[config.mk]
export PLATFORM = sky130hd
export DESIGN_NAME = pipeline_debug_controller
export DESIGN_NICKNAME = d
export VERILOG_FILES = /design/src/rtl/pipeline_debug_controller.sv
export SDC_FILE = /design/constraint.sdc
export NUM_CORES = 1
export LEC_CHECK = 0
export CORE_ASPECT_RATIO = 1.25
export CORE_MARGIN = 2
export CORE_UTILIZATION = 55
export CTS_BUF_LIST = sky130_fd_sc_hd__clkbuf_8 sky130_fd_sc_hd__clkbuf_16
export DETAILED_ROUTE_END_ITERATION = 16
export GPL_TIMING_DRIVEN = 0
export PLACE_DENSITY = 0.85
export SKIP_LAST_GASP = 1
export SLEW_MARGIN = 20
export SYNTH_ARGS = -nofsm -noshare
export SYNTH_HDL_FRONTEND = slang
export SYNTH_SLANG_ARGS = --single-unit
[constraint.sdc]
create_clock -name i_clk -period 16.5 [get_ports i_clk]
set_input_delay 4.125 -clock i_clk [delete_from_list [all_inputs] [get_ports i_clk]]
set_output_delay 4.125 -clock i_clk [all_outputs]
set_load 0.1 [all_outputs]
[src/rtl/pipeline_debug_controller.sv]
// Host-side sequencer for the 5-stage MIPS pipeline: loads instruction memory from
// UART command bytes, runs or single-steps the core, and streams latch snapshots back.
module pipeline_debug_controller #(
    parameter logic [7:0]  CMD_LOAD    = 8'h4C,
    parameter logic [7:0]  CMD_CONT    = 8'h43,
    parameter logic [7:0]  CMD_STEP    = 8'h53,
    parameter logic [31:0] RUN_TIMEOUT = 32'd1_000_000
) (
    input  logic         i_clk,
    input  logic         i_reset,
    input  logic [7:0]   i_rx_data,
    input  logic         i_rx_valid,
    output logic [7:0]   o_tx_data,
    output logic         o_tx_valid,
    input  logic         i_tx_ready,
    input  logic         i_program_end,
    input  logic [63:0]  i_IF_ID_latch,
    input  logic [138:0] i_ID_EX_latch,
    input  logic [75:0]  i_EX_MEM_latch,
    input  logic [70:0]  i_MEM_WB_latch,
    output logic         o_halt,
    output logic         o_write_instruction_flag,
    output logic [31:0]  o_instruction_to_write,
    output logic [31:0]  o_address_to_write_inst,
    output logic         o_busy,
    output logic         o_prog_done
);

    localparam int DUMP_BYTES = 48;
    localparam int SNAP_W     = DUMP_BYTES * 8;
    localparam int TXI_W      = $clog2(DUMP_BYTES);

    typedef enum logic [2:0] {
        S_IDLE, S_LD_COUNT, S_LD_BYTE, S_LD_WRITE, S_RUN, S_STEP, S_SNAP, S_SEND
    } state_t;

    state_t              r_state, w_next;
    logic [31:0]         r_cycle_cnt;
    logic                r_prog_done;
    logic [8:0]          r_inst_cnt;
    logic [8:0]          r_index;
    logic [1:0]          r_byte_idx;
    logic [TXI_W-1:0]    r_tx_idx;
    logic [TXI_W-1:0]    r_tx_last;
    logic [31:0]         r_word;
    logic [SNAP_W-1:0]   r_shift;

    logic        w_is_load, w_is_cont, w_is_step, w_bad_cmd;
    logic        w_last_write, w_load_ack, w_tx_hs, w_run_end;
    logic [31:0] w_cnt_inc;

    assign w_is_load    = (i_rx_data == CMD_LOAD);
    assign w_is_cont    = (i_rx_data == CMD_CONT);
    assign w_is_step    = (i_rx_data == CMD_STEP);
    assign w_bad_cmd    = (r_state == S_IDLE) && i_rx_valid && !(w_is_load || w_is_cont || w_is_step);
    assign w_last_write = ((r_index + 9'd1) == r_inst_cnt);
    assign w_load_ack   = (r_state == S_LD_WRITE) && w_last_write;
    assign w_tx_hs      = (r_state == S_SEND) && i_tx_ready;
    assign w_cnt_inc    = r_cycle_cnt + 32'd1;
    // Program end and timeout collapse into a single halt event.
    assign w_run_end    = i_program_end || (w_cnt_inc >= RUN_TIMEOUT);

    always_ff @(posedge i_clk or posedge i_reset) begin
        if (i_reset) begin
            r_state <= S_IDLE;
        end else begin
            r_state <= w_next;
        end
    end

    always_comb begin
        w_next = r_state;
        case (r_state)
            S_IDLE: begin
                if (i_rx_valid) begin
                    if (w_is_load)      w_next = S_LD_COUNT;
                    else if (w_is_cont) w_next = r_prog_done ? S_SNAP : S_RUN;
                    else if (w_is_step) w_next = r_prog_done ? S_SNAP : S_STEP;
                    else                w_next = S_SEND;
                end
            end
            S_LD_COUNT: if (i_rx_valid) w_next = S_LD_BYTE;
            S_LD_BYTE:  if (i_rx_valid && (r_byte_idx == 2'd3)) w_next = S_LD_WRITE;
            S_LD_WRITE: w_next = w_last_write ? S_SEND : S_LD_BYTE;
            S_RUN:      if (w_run_end) w_next = S_SNAP;
            S_STEP:     w_next = S_SNAP;
            S_SNAP:     w_next = S_SEND;
            S_SEND:     if (w_tx_hs && (r_tx_idx == r_tx_last)) w_next = S_IDLE;
            default:    w_next = S_IDLE;
        endcase
    end

    always_comb begin
        o_halt                   = 1'b1;
        o_write_instruction_flag = 1'b0;
        o_instruction_to_write   = 32'd0;
        o_address_to_write_inst  = 32'd0;
        o_tx_valid               = 1'b0;
        o_tx_data                = 8'd0;
        o_busy                   = (r_state != S_IDLE);
        case (r_state)
            S_RUN, S_STEP: o_halt = 1'b0;
            S_LD_WRITE: begin
                o_write_instruction_flag = 1'b1;
                o_instruction_to_write   = r_word;
                o_address_to_write_inst  = {21'd0, r_index, 2'b00};
            end
            S_SEND: begin
                o_tx_valid = 1'b1;
                o_tx_data  = r_shift[SNAP_W-1 -: 8];
            end
            default: ;
        endcase
    end

    assign o_prog_done = r_prog_done;

    always_ff @(posedge i_clk or posedge i_reset) begin
        if (i_reset) begin
            r_cycle_cnt <= 32'd0;
            r_prog_done <= 1'b0;
            r_inst_cnt  <= 9'd0;
            r_index     <= 9'd0;
            r_byte_idx  <= 2'd0;
            r_tx_idx    <= '0;
            r_tx_last   <= '0;
        end else begin
            case (r_state)
                S_LD_COUNT: begin
                    if (i_rx_valid) begin
                        r_inst_cnt  <= {(i_rx_data == 8'd0), i_rx_data};
                        r_cycle_cnt <= 32'd0;
                        r_prog_done <= 1'b0;
                        r_index     <= 9'd0;
                        r_byte_idx  <= 2'd0;
                    end
                end
                S_LD_BYTE:  if (i_rx_valid) r_byte_idx <= r_byte_idx + 2'd1;
                S_LD_WRITE: r_index <= r_index + 9'd1;
                S_RUN: begin
                    r_cycle_cnt <= w_cnt_inc;
                    if (w_run_end) r_prog_done <= 1'b1;
                end
                S_STEP: begin
                    r_cycle_cnt <= w_cnt_inc;
                    if (i_program_end) r_prog_done <= 1'b1;
                end
                default: ;
            endcase

            if (r_state != S_SEND)  r_tx_idx <= '0;
            else if (w_tx_hs)       r_tx_idx <= r_tx_idx + 1'b1;

            if (r_state == S_SNAP)            r_tx_last <= TXI_W'(DUMP_BYTES - 1);
            else if (w_bad_cmd || w_load_ack) r_tx_last <= '0;
        end
    end

    // Datapath registers carry no reset; outputs are gated by state instead.
    always_ff @(posedge i_clk) begin
        if ((r_state == S_LD_BYTE) && i_rx_valid)
            r_word <= {r_word[23:0], i_rx_data};

        if (r_state == S_SNAP)
            r_shift <= {2'b00, i_IF_ID_latch, i_ID_EX_latch, i_EX_MEM_latch,
                        i_MEM_WB_latch, r_cycle_cnt};
        else if (w_bad_cmd)
            r_shift <= {8'h3F, {(SNAP_W-8){1'b0}}};
        else if (w_load_ack)
            r_shift <= {8'h4B, {(SNAP_W-8){1'b0}}};
        else if (w_tx_hs)
            r_shift <= {r_shift[SNAP_W-9:0], 8'h00};
    end

endmodule

* After elaboration in Yosys (flattened, before gate mapping)
Cells that the tools add are included.
** Cells by class
- Add/sub/neg operators :: 4
- $lt $le $gt $ge :: 1
- Eq/ne operators :: 21
- Muxes and demuxes :: 37
- Reduce and logical (&&, ||, !) cells :: 32
** Operator list (number)
- 2-to-1 mux 383 bit :: 2
- 2-to-1 mux 382 bit :: 2
- 2-to-1 mux 32 bit :: 2
- case mux 32 bit (2 select lines) :: 1
- adder 32 x 1 -> 32 bit, second input constant :: 1
- >= comparator 32 x 20 -> 1 bit, second input constant :: 1
- == test 8 x 7 -> 1 bit, second input constant :: 3
- 2-to-1 mux 6 bit :: 4
- case mux 3 bit (8 select lines) :: 1
- 2-to-1 mux 3 bit :: 7
- case mux 9 bit (2 select lines) :: 1
- == test 3 bit, second input constant :: 4
- 2-to-1 mux 2 bit :: 6
- inequality test 2 bit, second input constant :: 6
- nonzero test 2 bit :: 6
- 2-to-1 mux 11 bit :: 1
- adder 9 x 1 -> 9 bit, second input constant :: 1
- == test 9 bit :: 1
- 2-to-1 mux 9 bit :: 1
- zero test 8 bit :: 1
- 2-to-1 mux 8 bit :: 1
- logical AND 1 bit :: 7
- adder 6 x 1 -> 6 bit, second input constant :: 1
- == test 3 x 2 -> 1 bit, second input constant :: 2
- other kinds (20) :: 32
** Word-level totals
- Register bits :: 484
- Bits of input ports :: 363
- Word-level logic and storage cells :: 107

* Depth between registers and ports, before layout
Gate-level depths: netlist of run 1.
- Depth after elaboration :: 8
- Gate-level depth with buffers :: 12
- Depth with buffers taken out :: 10

* Worst setup path after synthesis of run 1
Ideal clock, no wire load.
- Path type :: input-to-reg
- From :: input port i_rx_data[5]
- To :: register r_shift[0] (enable)
- Library setup time :: 2811 ps
- Arrival :: 12007 ps
- Required time :: 13689 ps
- Setup slack :: 1682 ps
- Stages on the path :: 8
- Path buffers :: 3
- Cells stage by stage :: nor4_1 -> nand4_1 -> a41oi_1 -> and2_1 -> clkbuf_1 -> clkbuf_1 -> buf_2 -> nand2_1
** Between the ends
- Word-level cells in the longest chain between the ends :: 6
- Elaborated cells between the ends (all ways) :: 8
- Those cells by class :: eq/ne: 3; reduce/logical: 5
** Ends and longest elaborated chain
- start: declaration :: line 11 : input logic [7:0] i_rx_data,
- == test 8 x 7 -> 1 bit (on tied branches) :: line 52, 53
- logical OR 1 bit :: line 55 : assign w_bad_cmd = (r_state == S_IDLE) && i_rx_valid && !(w_is_load || w_is_cont || w_is_step);
- logical OR 1 bit * :: line 55
- zero test 1 bit * :: line 55
- logical AND 1 bit * :: line 55
- nonzero test 4 bit (no line) *
- end signal: assignment :: line 165 : r_shift <= {2'b00, i_IF_ID_latch, i_ID_EX_latch, i_EX_MEM_latch,
- end signal: assignment :: line 168 : r_shift <= {8'h3F, {(SNAP_W-8){1'b0}}};
- end signal: assignment :: line 170 : r_shift <= {8'h4B, {(SNAP_W-8){1'b0}}};
- end: declaration :: line 46 : logic [SNAP_W-1:0] r_shift;
Mark *: on every way between the ends. The rest lies on a longest branch, timed or not.
A chain may end at the register's enable or synchronous reset.

* Final worst setup path of run 1
- From :: input port i_rx_data[3]
- To :: register r_shift[73] (enable)
The elaborated chain is that of the path after synthesis.

==> summary.md, run 1 <==
| Metric | Value |
|---|---|
| Clock Tree Buf Depth | `3` |
| Max incr delay on CP | `0.56 ns` |
| CP Cell Sequence | `clkdlybuf4s50_1 > nor4_1 > nand4_1 > a41oi_1 > and2_1 > clkbuf_1 > clkbuf_1 > buf_2 > nand2_4 > buf_16 > buf_16` |
| Setup Skew | `between 0.015 and 0.02 ns` |
| Multi-input gate area | `6000 µm²` |
| Initial antenna violation count | `40` |
| CP Capture Type | `register` |
| Clock root cell | `clkbuf_16` |
| Final setup fails | `0` |
| Switching pwr | `1.95 mW` |
| Area Growth Syn to Fin | `31.9%` |
| Async SR Flop Fraction | `13.2%` |
| Ys Warns | `0` |
| Die area | `39,200 µm²` |
| Vias per cell | `6.00` |
| Ports | `440` |
| Initial DRT Pass Iterations | `6` |
| Initial core utilization | `55.7%` |
| DIE HEIGHT | `221 µm` |
| Comb power frac | `roughly two fifths` |
| Storage element area | `between 10,000 and 15,000 µm²` |
| Reg2reg setup slack | `approximately 12 ns` |
| Num CTS Buffers | `46` |
| CP max stage cell | `clkbuf_1` |
| Hold Path Class | `reg -> reg` |
| Gate Count Post-Synth | `1,471` |
| Sequential element share of the synthesized area | `67.8%` |
| Fin util | `73.5%` |
| Cell Area, Synth | `20,700 µm²` |
| Pwr dens | `197 nW/µm²` |
| Pint | `3.43 mW` |
| LEAKAGE | `10.6 nW` |
| Clk pwr share | `19.4%` |
| Post-synth EDFFs | `between 400 and 500` |
| Main synth FF type | `edfxtp_1` |
| HPWL after DPL | `43.6 mm` |
| Pins Over Slew Limit | `0` |
| Count leader, synth | `edfxtp_1` |
| Layout cells sized above 1 | `8.05%` |
| CP bufs+invs | `6` |
| RSZ-0062 raised after global routing | `no` |
| Register clock-pin slew on the reported worst setup and hold paths | `approximately 0.06 ns` |
| Setup CP Type | `in -> reg` |
| Die width | `178 µm` |
| Critical path arrival | `8.48 ns` |
| Pin count of the biggest net entering global routing | `between 60 and 70` |
| Hold_buf cts | `0` |
| Global Route Usage Sum | `29.9%` |
| Detail Route Antenna Nets | `0` |
| Endpoints failing hold | `0` |
| Max cap viols | `0` |
| Mean Syn Cell Area | `14.1 µm²` |
| Fmax | `122 MHz` |
| Skew-Pair Late Insertion Delay | `roughly 0.56 ns` |
| Switch share | `36.3%` |
| Setup crit start kind | `input pin` |
| Filler cell count | `2,405` |
| Tightest Pin Transition | `~1.1 ns` |
| First-pass GRT wire length | `88.3 mm` |
| Count of cell types in the netlist | `63` |
| Slew Limit Headroom | `26.5%` |
| Run status | `completed` |
| RD Place Congestion | `0.910` |
| Yosys top cell area share | `60.0%` |
| Crit-path max FO | `60` |
| Vias in the first global route | `15,100` |
| Post-synth top cells | `414 x edfxtp_1, 368 x a22o_1, 106 x nand2_1, 83 x clkbuf_1, 63 x dfrtp_1` |
| Final #Nets | `about 2,300` |
| Routed WL | `60.4 mm` |
| Core Region | `about 37,000 µm²` |
| H-tree levels | `2` |
| Clock tree sinks | `479` |
| Peak supply drop | `0.000125 V` |
| Num rows | `around 80` |
| Post-DR wirelength/cell | `between 20 and 25 µm` |
| Tmin final | `8.20 ns` |
| Synth Register Bits | `479` |
| CTS tree | `yes` |
| Tcrit/Tclk final | `49.7%` |
| Vias post-DR | `15,100` |
| Synth area leaders | `edfxtp_1 60%, a22o_1 16%, dfrtp_1 7.6%` |
| Crit-path leading delay family | `buffers and inverters` |
| # port buffers | `415` |
| Critical path required time | `16.79 ns` |
| Worst hold slack | `around 0.44 ns` |
| Sequential fraction of design power | `~42%` |
| DR DRC count | `0` |
| Starting DRC count in detailed routing | `1,257` |
| Cell accounting for the most synthesized area | `edfxtp_1` |
| Post_cts resized | `0` |
| Gr ovfl total | `0` |
| Postcts setup bufs | `0` |
==> routing by layer <==
layer	share of wire [%]	GRT usage (%)
met3	9.4	8.81
met1	36	34.5
met5	0.19	0
met4	6.0	17.2
met2	49	49.3
==> power groups by stage <==
stage          Clock, mW  Combinational, mW  Sequential, mW
6_report            1.05               2.07            2.27
5_1_grt             1.10               2.21            2.30
4_1_cts             1.06               2.07            2.26
3_5_place_dp           0               2.05            2.28
3_3_place_gp           0               1.92            2.55
2_1_floorplan          0               1.44            2.42
==> final cells by class <==
type / count / area share (%)
Antenna cell: 31 / 0.284
Buffer: 147 / 2.56
Clock buffer: 48 / 4.36
Clock inverter: 36 / 1.05
Inverter: 14 / 0.202
Multi-Input combinational cell: 853 / 22.0
Sequential cell: 479 / 51.4
Tap cell: 486 / 2.23
Timing Repair Buffer: 423 / 15.9
==> logic make-up after synthesis <==
group	share of synthesized area, %
other	0.0181
AO/OA/AOI/OAI	18.9
XOR/XNOR	1.31
adder cells (fa/ha/maj)	0.242
multiplexers	0.604
AND/OR/NAND/NOR	7.53
flip-flops	67.8
buffers and inverters	3.62
==> through the flow <==
stage / setup WS (ns) / cell area [µm²] / power (mW) / TNS, ns / instances
finish: 8.30 / 27300 / 5.38 / 0 / 2517
global route: 8.13 / 27300 / 5.62 / 0 / 2513
CTS: 8.35 / 27200 / 5.39 / 0 / 2486
detailed placement: 7.78 / 25800 / 4.32 / 0 / 2402
global placement: -3.12 / 25600 / 4.47 / -1178.62 / 2394
floorplan: 1.68 / 20800 / 3.85 / 0 / 1493
==> path summary, 6_finish.rpt <==
kind	cells past startpoint	to	start
max	11	r_shift[73]	i_rx_data[3]
min	0	r_word[15]	r_word[7]
max reg2reg	13	r_shift[73]	r_index[0]
min reg2reg	0	r_word[15]	r_word[7]
max in group asynchronous	3	r_tx_idx[5]	i_reset
min in group asynchronous	2	r_cycle_cnt[31]	i_reset
==> layout by cell type, fill, tap and decap left out, drive strengths merged, types with 4 or more instances in the layout <==
cell           instances
mux2i                  5
and2                  53
mux2                   6
xor2                  16
clkinv                23
bufinv                 5
or3                    4
nor3                  10
ha                     4
and3                  15
buf                   71
conb                  23
dfrtp                 63
o31ai                 11
a21oi                 21
nor4                  10
diode                 31
nor2                  39
xnor2                 15
a22o                 368
nand4                 19
clkbuf               132
edfxtp               414
nand3                 34
inv                   21
nand2                106
clkdlybuf4s50        415
a31oi                  6
o21ai                 58
==> sequential cells by signal (all words and copies together) (netlist names) <==
signal,flops
o_prog_done,1
r_byte_idx,2
r_cycle_cnt,32
r_index,9
r_inst_cnt,9
r_shift,384
r_state,3
r_tx_idx,6
r_tx_last,1
r_word,32
Power figures use the tool's default switching activity.
==> inputs of run 2 (changes only) <==
--- a/config.mk
+++ b/config.mk
@@ -7,11 +7,11 @@
 export LEC_CHECK = 0
 export CORE_ASPECT_RATIO = 1.25
 export CORE_MARGIN = 2
-export CORE_UTILIZATION = 55
+export CORE_UTILIZATION = 51
 export CTS_BUF_LIST = sky130_fd_sc_hd__clkbuf_8 sky130_fd_sc_hd__clkbuf_16
 export DETAILED_ROUTE_END_ITERATION = 16
 export GPL_TIMING_DRIVEN = 0
-export PLACE_DENSITY = 0.85
+export PLACE_DENSITY = 0.8
 export SKIP_LAST_GASP = 1
 export SLEW_MARGIN = 20
 export SYNTH_ARGS = -nofsm -noshare
==> constraint.sdc (replaced) <==
create_clock -name i_clk -period 8.1 [get_ports i_clk]
set_input_delay 2.025 -clock i_clk [delete_from_list [all_inputs] [get_ports i_clk]]
set_output_delay 2.025 -clock i_clk [all_outputs]
set_load 0.1 [all_outputs]
==> run 2 against run 1 <==
Effect of this change: wire length decreased by 0.89%; utilization down 5.0 points; critical path depth rose by 1; global-route usage decreased by 2.3 points; clock power up 120%; largest power group unchanged; non-clock buffer count shrank 3.
==> summary.md, run 2 (synthesis results as in run 1) <==
| Metric | Value |
|---|---|
| Clock tree sinks | `about 480` |
| DIE HEIGHT | `229 µm` |
| Initial antenna violation count | `30` |
| Commonest non-fill, non-tap cell in the layout | `clkdlybuf4s50_1` |
| Vias post-DR | `14,900` |
| Postcts setup bufs | `0` |
| Post_cts resized | `0` |
| Endpoints failing hold | `0` |
| Tot Pwr | `approximately 11 mW` |
| Peak supply drop | `0.000292 V` |
| CTS tree | `yes` |
| First-pass GRT wire length | `approximately 88 mm` |
| Critical path arrival | `6.54 ns` |
| HPWL after DPL | `43.3 mm` |
| Max cap viols | `0` |
| Cell mode on critical path | `buf_16` |
| Post-route setup TNS | `0 ns` |
| Setup Skew | `about 0.019 ns` |
| Skew-Pair Late Insertion Delay | `approximately 0.57 ns` |
| Register clock-pin slew on the reported worst setup and hold paths | `0.06 ns` |
| Sequential fraction of design power | `between 40% and 50%` |
| Post-DR wirelength/cell | `23.3 µm` |
| Switch share | `a little over a third` |
| Initial DRT Pass Iterations | `5` |
| Num rows | `82` |
| CP Cell Sequence | `clkdlybuf4s50_1 > nor4_1 > nand4_1 > a41oi_1 > and2_1 > clkbuf_1 > clkbuf_1 > buf_2 > nand2_8 > buf_16 > buf_16 > buf_16` |
| Starting DRC count in detailed routing | `1,226` |
| Most frequent cells in the layout | `415 x clkdlybuf4s50_1, 414 x edfxtp_1, 368 x a22o_1` |
| Number of flip-flops in the largest register | `384` |
| Setup crit start kind | `input pin` |
| RSZ-0062 raised after global routing | `no` |
| Ports | `440` |
| Tightest Pin Transition | `1.10 ns` |
| Final #Nets | `2,330` |
| Largest regs | `r_shift: 384 flops, r_cycle_cnt: 32 flops, r_word: 32 flops` |
| CP Capture Type | `register` |
| RD Place Congestion | `0.902` |
| Pwr dens | `403 nW/µm²` |
| Final setup fails | `0` |
| Max incr delay on CP | `about 0.57 ns` |
| Critical path required time | `8.33 ns` |
| Detail Route Antenna Nets | `0` |
| Routed WL | `59.8 mm` |
| Vias in the first global route | `15,100` |
| Layout cells sized above 1 | `8.64%` |
| Num CTS Buffers | `between 40 and 50` |
| Tmin final | `6.31 ns` |
| Fin util | `68.5%` |
| Comb power frac | `37.3%` |
| Core Region | `40,100 µm²` |
| Switching pwr | `3.99 mW` |
| Initial core utilization | `51.6%` |
| Crit-path max FO | `104` |
| Pin count of the biggest net entering global routing | `105` |
| DR DRC count | `0` |
| Pint | `~7.1 mW` |
| Hold Path Class | `reg -> reg` |
| Fmax | `159 MHz` |
| Clock root cell | `clkbuf_16` |
| # port buffers | `415` |
| Slew Limit Headroom | `a little over a quarter` |
| Die area | `42,300 µm²` |
| Clock Tree Buf Depth | `3` |
| Global Route Usage Sum | `27.5%` |
| Run status | `completed` |
| H-tree levels | `2` |
| Clk pwr share | `20.8%` |
| Tcrit/Tclk final | `77.9%` |
| Filler cell count | `2,799` |
| Hold_buf cts | `0` |
| Pins Over Slew Limit | `0` |
| Vias per cell | `roughly 5.8` |
| CP max stage cell | `a41oi_1` |
| Die width | `184 µm` |
| Area Growth Syn to Fin | `32.6%` |
| LEAKAGE | `10.6 nW` |
| Biggest register | `r_shift` |
| Setup CP Type | `in -> reg` |
| Worst hold slack | `0.441 ns` |
| Gr ovfl total | `0` |
==> run 2: changes by cell type in the layout (fill, tap and decap cells not counted), moves of 4 or more <==
| cell | delta |
|---|---|
| clkinv_1 | -5 |
| clkinv_2 | +6 |
| inv_1 | -4 |
| diode_2 | -11 |
==> run 2: area by class of cell <==
class / instances / area [µm²] / share of cell area, %
Antenna cell: 20 / 50.0 / 0.182
Tap cell: 546 / 683 / 2.49
Sequential cell: 479 / 14000 / 51.1
Buffer: 147 / 698 / 2.54
Multi-Input combinational cell: 853 / 6010 / 21.9
Clock buffer: 51 / 1260 / 4.61
Clock inverter: 39 / 363 / 1.32
Timing Repair Buffer: 420 / 4290 / 15.6
Inverter: 14 / 55.1 / 0.200
==> run 2: path summary, 6_finish.rpt <==
check / start / to / slack, ns / depth (start not counted)
max reg2reg: r_index[0] / r_shift[138] / 3.05 / 14
min: r_word[13] / r_word[21] / 0.44 / 0
max: i_rx_data[3] / r_shift[138] / 1.79 / 12
min in group asynchronous: i_reset / r_cycle_cnt[30] / 1.74 / 2
min reg2reg: r_word[13] / r_word[21] / 0.44 / 0
max in group asynchronous: i_reset / r_state[2] / 5.84 / 3
==> run 2: critical path: cells and delay by family <==
family	cells	cell delay, ns
AND/OR/NAND/NOR	4	0.95
buffers and inverters	7	2.84
AO/OA/AOI/OAI	1	0.57
==> run 2: metal layers <==
metal  vias up  GRT usage (%)  wire length (µm)
met4        20           14.4              2990
met2       662           47.1             29600
met1      7240           31.1             21700
met5         -              0               117
met3       182           8.11              5450
li1       6759              -                 -
==> run 2: stage by stage <==
step,std cells,cell area (µm²),setup slack [ns]
floorplan,1493,20800,1.47
global placement,2454,25600,-1.10
detailed placement,2459,25800,1.23
CTS,2549,27400,1.83
global route,2566,27500,1.45
finish,2569,27500,1.79
==> run 2: power groups by stage <==
| stage | Combinational (mW) | Sequential [mW] | Clock (mW) |
|---|---|---|---|
| final | 4.13 | 4.63 | 2.30 |
| after detailed placement | 4.11 | 4.65 | 0 |
| after global routing | 4.42 | 4.70 | 2.41 |
| after global placement | 3.91 | 4.79 | 0 |
| after floorplan | 2.93 | 4.62 | 0 |
| after CTS | 4.14 | 4.62 | 2.33 |
==> inputs of run 3 (changes only) <==
--- a/config.mk
+++ b/config.mk
@@ -7,11 +7,11 @@
 export LEC_CHECK = 0
 export CORE_ASPECT_RATIO = 1.25
 export CORE_MARGIN = 2
-export CORE_UTILIZATION = 51
+export CORE_UTILIZATION = 46
 export CTS_BUF_LIST = sky130_fd_sc_hd__clkbuf_8 sky130_fd_sc_hd__clkbuf_16
 export DETAILED_ROUTE_END_ITERATION = 16
 export GPL_TIMING_DRIVEN = 0
-export PLACE_DENSITY = 0.8
+export PLACE_DENSITY = 0.76
 export SKIP_LAST_GASP = 1
 export SLEW_MARGIN = 20
 export SYNTH_ARGS = -nofsm -noshare
==> constraint.sdc (replaced) <==
create_clock -name i_clk -period 5.1 [get_ports i_clk]
set_input_delay 1.275 -clock i_clk [delete_from_list [all_inputs] [get_ports i_clk]]
set_output_delay 1.275 -clock i_clk [all_outputs]
set_load 0.1 [all_outputs]
==> run 3 against run 2 <==
Effect of this change: largest power group unchanged; design area down 0.12%; critical path type is now reg -> out; first-iteration DRC count down 3.8%; sequential power grew 59%; register-to-register slack worse by 2.5 ns; via count fell by 0.33%; global-route usage is 3.0 points lower; wire length down 0.68%.
==> summary.md, run 3 (synthesis results as in run 1) <==
| Metric | Value |
|---|---|
| Clock Tree Buf Depth | `3` |
| Vias post-DR | `14,800` |
| CTS tree | `yes` |
| Endpoints failing hold | `0` |
| Starting DRC count in detailed routing | `approximately 1,200` |
| Register clock-pin slew on the reported worst setup and hold paths | `about 0.060 ns` |
| Initial antenna violation count | `16` |
| Filler cell count | `3,405` |
| Routed WL | `59.4 mm` |
| Hold Path Class | `reg -> reg` |
| Number of flip-flops in the largest register | `384` |
| Fmax | `between 200 and 250 MHz` |
| Post-DR wirelength/cell | `roughly 23 µm` |
| Hold_buf cts | `0` |
| Pins Over Slew Limit | `0` |
| Layout cells sized above 1 | `between 8 and 9%` |
| First-pass GRT wire length | `87.6 mm` |
| DIE HEIGHT | `~240 µm` |
| # port buffers | `415` |
| Num CTS Buffers | `47` |
| Clock root cell | `clkbuf_16` |
| Comb power frac | `roughly 38%` |
| Final setup margin | `0.275 ns` |
| Final #Nets | `2,327` |
| Tmin final | `4.83 ns` |
| Postcts setup bufs | `0` |
| Setup Skew | `0.0194 ns` |
| Num rows | `between 80 and 90` |
| Sequential fraction of design power | `42.5%` |
| Gr ovfl total | `0` |
| Largest regs | `r_shift: 384 flops, r_cycle_cnt: 32 flops, r_word: 32 flops` |
| Core Region | `44,200 µm²` |
| Pin count of the biggest net entering global routing | `between 100 and 150` |
| Die width | `194 µm` |
| Storage element area | `14,000 µm²` |
| Fin util | `62.0%` |
| Most frequent cells in the layout | `414 x edfxtp_1, 384 x clkdlybuf4s50_1, 368 x a22o_1` |
| Pint | `11.1 mW` |
| Critical path arrival | `3.55 ns` |
| Die area | `46,800 µm²` |
| Pwr dens | `630 nW/µm²` |
| Multi-input gate area | `6020 µm²` |
| H-tree levels | `2` |
| HPWL after DPL | `43.6 mm` |
| Vias per cell | `around 5.8` |
| Global Route Usage Sum | `24.5%` |
| CP Cell Sequence | `clkbuf_1 > nand2_1 > inv_1 > clkbuf_1 > and2_1 > clkdlybuf4s50_1` |
| RSZ-0062 raised after global routing | `no` |
| Setup CP Type | `reg -> out` |
| Crit-path leading delay family | `buffers and inverters` |
| Max incr delay on CP | `1.19 ns` |
| Switch share | `36.0%` |
| RD Place Congestion | `0.906` |
| CP Capture Type | `primary output` |
| Max cap viols | `0` |
| Setup crit start kind | `register` |
| DR DRC count | `0` |
| Tcrit/Tclk final | `94.6%` |
| Vias in the first global route | `14,500` |
| Cell mode on critical path | `clkbuf_1` |
| Peak supply drop | `0.000467 V` |
| Initial DRT Pass Iterations | `5` |
| Switching pwr | `between 6 and 7 mW` |
| Commonest non-fill, non-tap cell in the layout | `edfxtp_1` |
| Worst slack, placed | `-0.953 ns` |
| Skew-Pair Late Insertion Delay | `0.57 ns` |
| Area Growth Syn to Fin | `32.4%` |
| Clock tree sinks | `479` |
| Slew Limit Headroom | `28.6%` |
| Critical path required time | `3.83 ns` |
| CP max stage cell | `clkdlybuf4s50_1` |
| Detail Route Antenna Nets | `0` |
| Final setup fails | `0` |
| Biggest register | `r_shift` |
| Run status | `completed` |
| Clk pwr share | `19.8%` |
| Initial core utilization | `46.8%` |
| LEAKAGE | `11.1 nW` |
| CP bufs+invs | `4` |
| Crit-path max FO | `10` |
| Ports | `440` |
| Tightest Pin Transition | `1.07 ns` |
==> run 3: path summary, 6_finish.rpt <==
check                            from  depth (start not counted)  slack, ns               to
min in group asynchronous     i_reset                          2       1.03       r_index[8]
max in group asynchronous     i_reset                          3       3.54  r_cycle_cnt[21]
min                         r_word[9]                          0       0.44       r_word[17]
max reg2reg                r_index[0]                         11       0.54     r_shift[133]
max                        r_state[2]                          6       0.27     o_tx_data[5]
min reg2reg                 r_word[9]                          0       0.44       r_word[17]
==> run 3: metal layers <==
| layer | vias up | wire length [µm] | share of wire (%) | track usage (%) |
|---|---|---|---|---|
| met5 | - | 97 | 0.16 | 0 |
| met4 | 16 | 1310 | 2.2 | 7.26 |
| met3 | 95 | 4890 | 8.2 | 6.21 |
| met2 | 570 | 30300 | 51 | 42.6 |
| met1 | 7402 | 22800 | 38 | 30.4 |
| li1 | 6731 | - | - | - |
==> run 3: cell type report <==
class / count / area share, %
Multi-Input combinational cell: 853 / 22.0
Tap cell: 572 / 2.61
Inverter: 14 / 0.201
Clock inverter: 31 / 0.848
Sequential cell: 479 / 51.2
Antenna cell: 9 / 0.0821
Clock buffer: 53 / 4.67
Buffer: 145 / 2.52
Timing Repair Buffer: 420 / 15.9
==> run 3: stage by stage <==
step	std cells	TNS (ns)	hold WS, ns	total power, mW	area, µm²
6_report	2576	0	0.442	17.3	27400
3_3_place_gp	2480	-757.51	0.424	13.7	25700
5_1_grt	2574	0	0.451	18.1	27400
3_5_place_dp	2485	-257.14	0.426	13.9	25800
2_1_floorplan	1493	0	0.417	11.9	20800
4_1_cts	2568	0	0.441	17.4	27300
==> run 3: repair_timing <==
action,in CTS,in global routing
setup endpoints to repair,175,200
resized for setup,3,30
pin swaps,0,0
==> run 3: power groups by stage <==
stage	clock, mW	sequential (mW)	combinational (mW)
finish	3.43	7.34	6.51
floorplan	0	7.24	4.65
global placement	0	7.49	6.22
CTS	3.48	7.34	6.56
global route	3.63	7.46	7.01
detailed placement	0	7.39	6.50
==> RTL change: new RTL, config.mk and constraints of run 3 <==
Encoding of `state_t`: now Gray code (3 bits for 8 states).
--- a/src/rtl/pipeline_debug_controller.sv
+++ b/src/rtl/pipeline_debug_controller.sv
@@ -32,5 +32,5 @@
 
     typedef enum logic [2:0] {
-        S_IDLE, S_LD_COUNT, S_LD_BYTE, S_LD_WRITE, S_RUN, S_STEP, S_SNAP, S_SEND
+        S_IDLE = 3'b000, S_LD_COUNT = 3'b001, S_LD_BYTE = 3'b011, S_LD_WRITE = 3'b010, S_RUN = 3'b110, S_STEP = 3'b111, S_SNAP = 3'b101, S_SEND = 3'b100
     } state_t;
 
Behaviour: same outputs for any inputs over 4 cycles, from zero or initial values and one cycle with i_reset high; so few cycles prove little.
==> RTL change against run 3 <==
- cell area increased by 0.19%
- critical path type unchanged
- global-route usage decreased by 0.63 points
- sequential cell count unchanged
- highest routed layer unchanged
- register-to-register slack got worse by 0.34 ns
- setup slack got worse by 0.093 ns
- synthesized area increased by 0.47%
- total power increased by 6.7%
- wire length decreased by 1.5%
- critical endpoint is now o_halt
==> RTL change: results (changes against run 3) <==
* Peak VDD IR at 0.494 mV (+5.7%)
* Synth top cells by count: 414 x edfxtp_1, 368 x a22o_1, 89 x clkbuf_1
* Clk Latency, worst-skew pair at 0.57 ns (about the same)
* Worst R2R Start: r_state[1]$_DFFE_PP0P_
* Inserted Clock Buffers at 47 (unchanged)
* Post-DP HPWL at 42300 µm (-3.0%)
* Worst Hold Launch: r_word[19]$_DFFE_PP_
* Reg-to-Reg End: r_shift[185]$_DFFE_PP_
* EDFF count, synth at 414 (unchanged)
* Slowest-stage cell, CP: dlygate4sd2_1
* H-tree Lvls at 2 (unchanged)
* Slew HR at 27.3% (-1.2 points)
* Sequential share of the synthesized area at 67.5% (-0.31 points)
* Fill cell count at 3491 (+2.5%)
* Psw at 0.00651 W (+4.6%)
* Flop2flop setup slack at 0.20 ns (-0.34 ns)
* DR vias at 15200 (+2.5%)
* Min-delay worst type: reg2reg
* Share of layout cells above drive strength 1 at 7.51% (-0.71 points)
* Top cells by area, synth: edfxtp_1 60%, a22o_1 15%, dfrtp_1 7.6%
* Netlist cell types at 58 (-7.9%)
* Placed cell area at 26000 µm² (+0.54%)
* Clock skew at 0.0144 ns (-0.00500 ns)
* Initial antenna violation count at 11 (-5)
* Fin nets at 2353 (+1.1%)
* Worst path max stage delay at 0.95 ns (-0.24 ns)
* R2r worst-path depth at 13 (+2)
* Synth Flop Type: edfxtp_1
* Pre-Repair DR Iteration Count at 6 (+1)
* Critical path arrival at 3.64 ns (+0.09 ns)
* Routed length per instance at 22.4 µm (-2.8%)
* Post-CTS Setup Bufs at 0 (unchanged)
* Seq pwr share at 43.8% (+1.3 points)
* Total power at 0.0184 W (+6.7%)
* Status: completed
* Final estimated routing congestion in global placement at 0.937 (+3.5%)
* Syn. warnings at 0 (unchanged)
* Regs by FF count: r_shift: 384 flops, r_cycle_cnt: 32 flops, r_word: 32 flops
* 1st-iter DRT viols at 1183 (+0.25%)
* First-pass GRT wire length at 87800 µm (+0.22%)
* Seq. cell area at 14000 µm² (unchanged)
* Clk root buf: clkbuf_16
* Clk pin slew, worst setup/hold paths at 0.06 ns (about the same)
* WS Path Type: reg2out
* Overall routing resource usage at 23.9% (-0.63 points)
* CP Capture Point: o_halt
* Pleak at 10.7 nW (-3.4%)
* Port Buffer Count at 415 (unchanged)
* Pin count of the biggest net entering global routing at 102 (-4.7%)
* Max Buffers Root-to-Sink at 3 (unchanged)
* Clock group at 0.00342 W (about the same)
* CP Max Fanout at 10 (unchanged)
* Async SR Flop Fraction at 13.2% (unchanged)
==> RTL change: changes by cell type in the layout (fill, tap and decap cells not counted), moves of 6 or more <==
cell	run 3	this run
inv_1	22	30
o21ai_0	57	63
clkbuf_1	81	89
nand2_1	105	75
nor2_1	36	52
and4_1	1	8
o41ai_1	1	8
dlygate4sd2_1	1	21
dlymetal6s2s_1	30	1
==> RTL change: how the worst min path moves through the flow <==
| stage | endpoint | slack [ns] | cells after the start |
|---|---|---|---|
| 6_report | r_word[27]$_DFFE_PP_ | 0.44 | 0 |
| 5_1_grt | r_word[10]$_DFFE_PP_ | 0.45 | 0 |
| 4_1_cts | r_word[12]$_DFFE_PP_ | 0.44 | 0 |
| 3_5_place_dp | r_word[12]$_DFFE_PP_ | 0.43 | 0 |
| 3_3_place_gp | r_word[31]$_DFFE_PP_ | 0.42 | 0 |
| 2_1_floorplan | r_word[10]$_DFFE_PP_ | 0.42 | 0 |
==> RTL change: worst max-delay path, delay by kind of cell (launching register included) <==
family | cells | cell delay (ns)
AND/OR/NAND/NOR | 1 | 0.13
flip-flops | 1 | 0.36
buffers and inverters | 6 | 2.60
==> RTL change: per-layer routing <==
metal | share of wire, % | global-route usage (%) | vias up
li1 | - | - | 6904
met5 | 0.061 | 0 | -
met2 | 51 | 41.8 | 663
met3 | 8.3 | 5.09 | 107
met4 | 2.9 | 7.55 | 6
met1 | 38 | 29.6 | 7497
==> RTL change: area by class of cell <==
class                           count  area share [%]
Sequential cell                   479            51.1
Multi-Input combinational cell    865            22.3
Timing Repair Buffer              421            15.6
Clock buffer                       51            4.52
Tap cell                          578            2.63
Buffer                            155            2.62
Clock inverter                     36           0.974
Inverter                           17           0.241
Antenna cell                        8          0.0728
==> RTL change: what timing repair did <==
action	CTS	global route
setup endpoints to repair	118	98
resized for setup	32	17
gates cloned	0	1
hold endpoints to repair	0	0
pin swaps	1	1
==> RTL change: cell families (layout without fill, tap and decap cells) <==
logic type      Yosys count  in the layout  synth area share [%]
flops                   479            479                  67.5
other cells               1             31                0.0180
fa+ha+maj                 4              4                 0.241
simple gates            292            293                  7.24
xor+xnor                 26             26                  1.09
compound gates          513            513                  19.8
mux                       6              6                 0.301
buf+inv                 172            680                  3.75
==> RTL change: through the flow <==
| stage | setup TNS, ns | hold slack [ns] | setup slack [ns] | cells |
|---|---|---|---|---|
| 2_1_floorplan | 0 | 0.417 | 0.394 | 1515 |
| 3_3_place_gp | -602.37 | 0.423 | -1.61 | 2508 |
| 3_5_place_dp | -145.74 | 0.428 | -0.831 | 2514 |
| 4_1_cts | 0 | 0.445 | 0.00319 | 2601 |
| 5_1_grt | -0.182 | 0.454 | -0.00836 | 2610 |
| 6_report | 0 | 0.443 | 0.181 | 2610 |
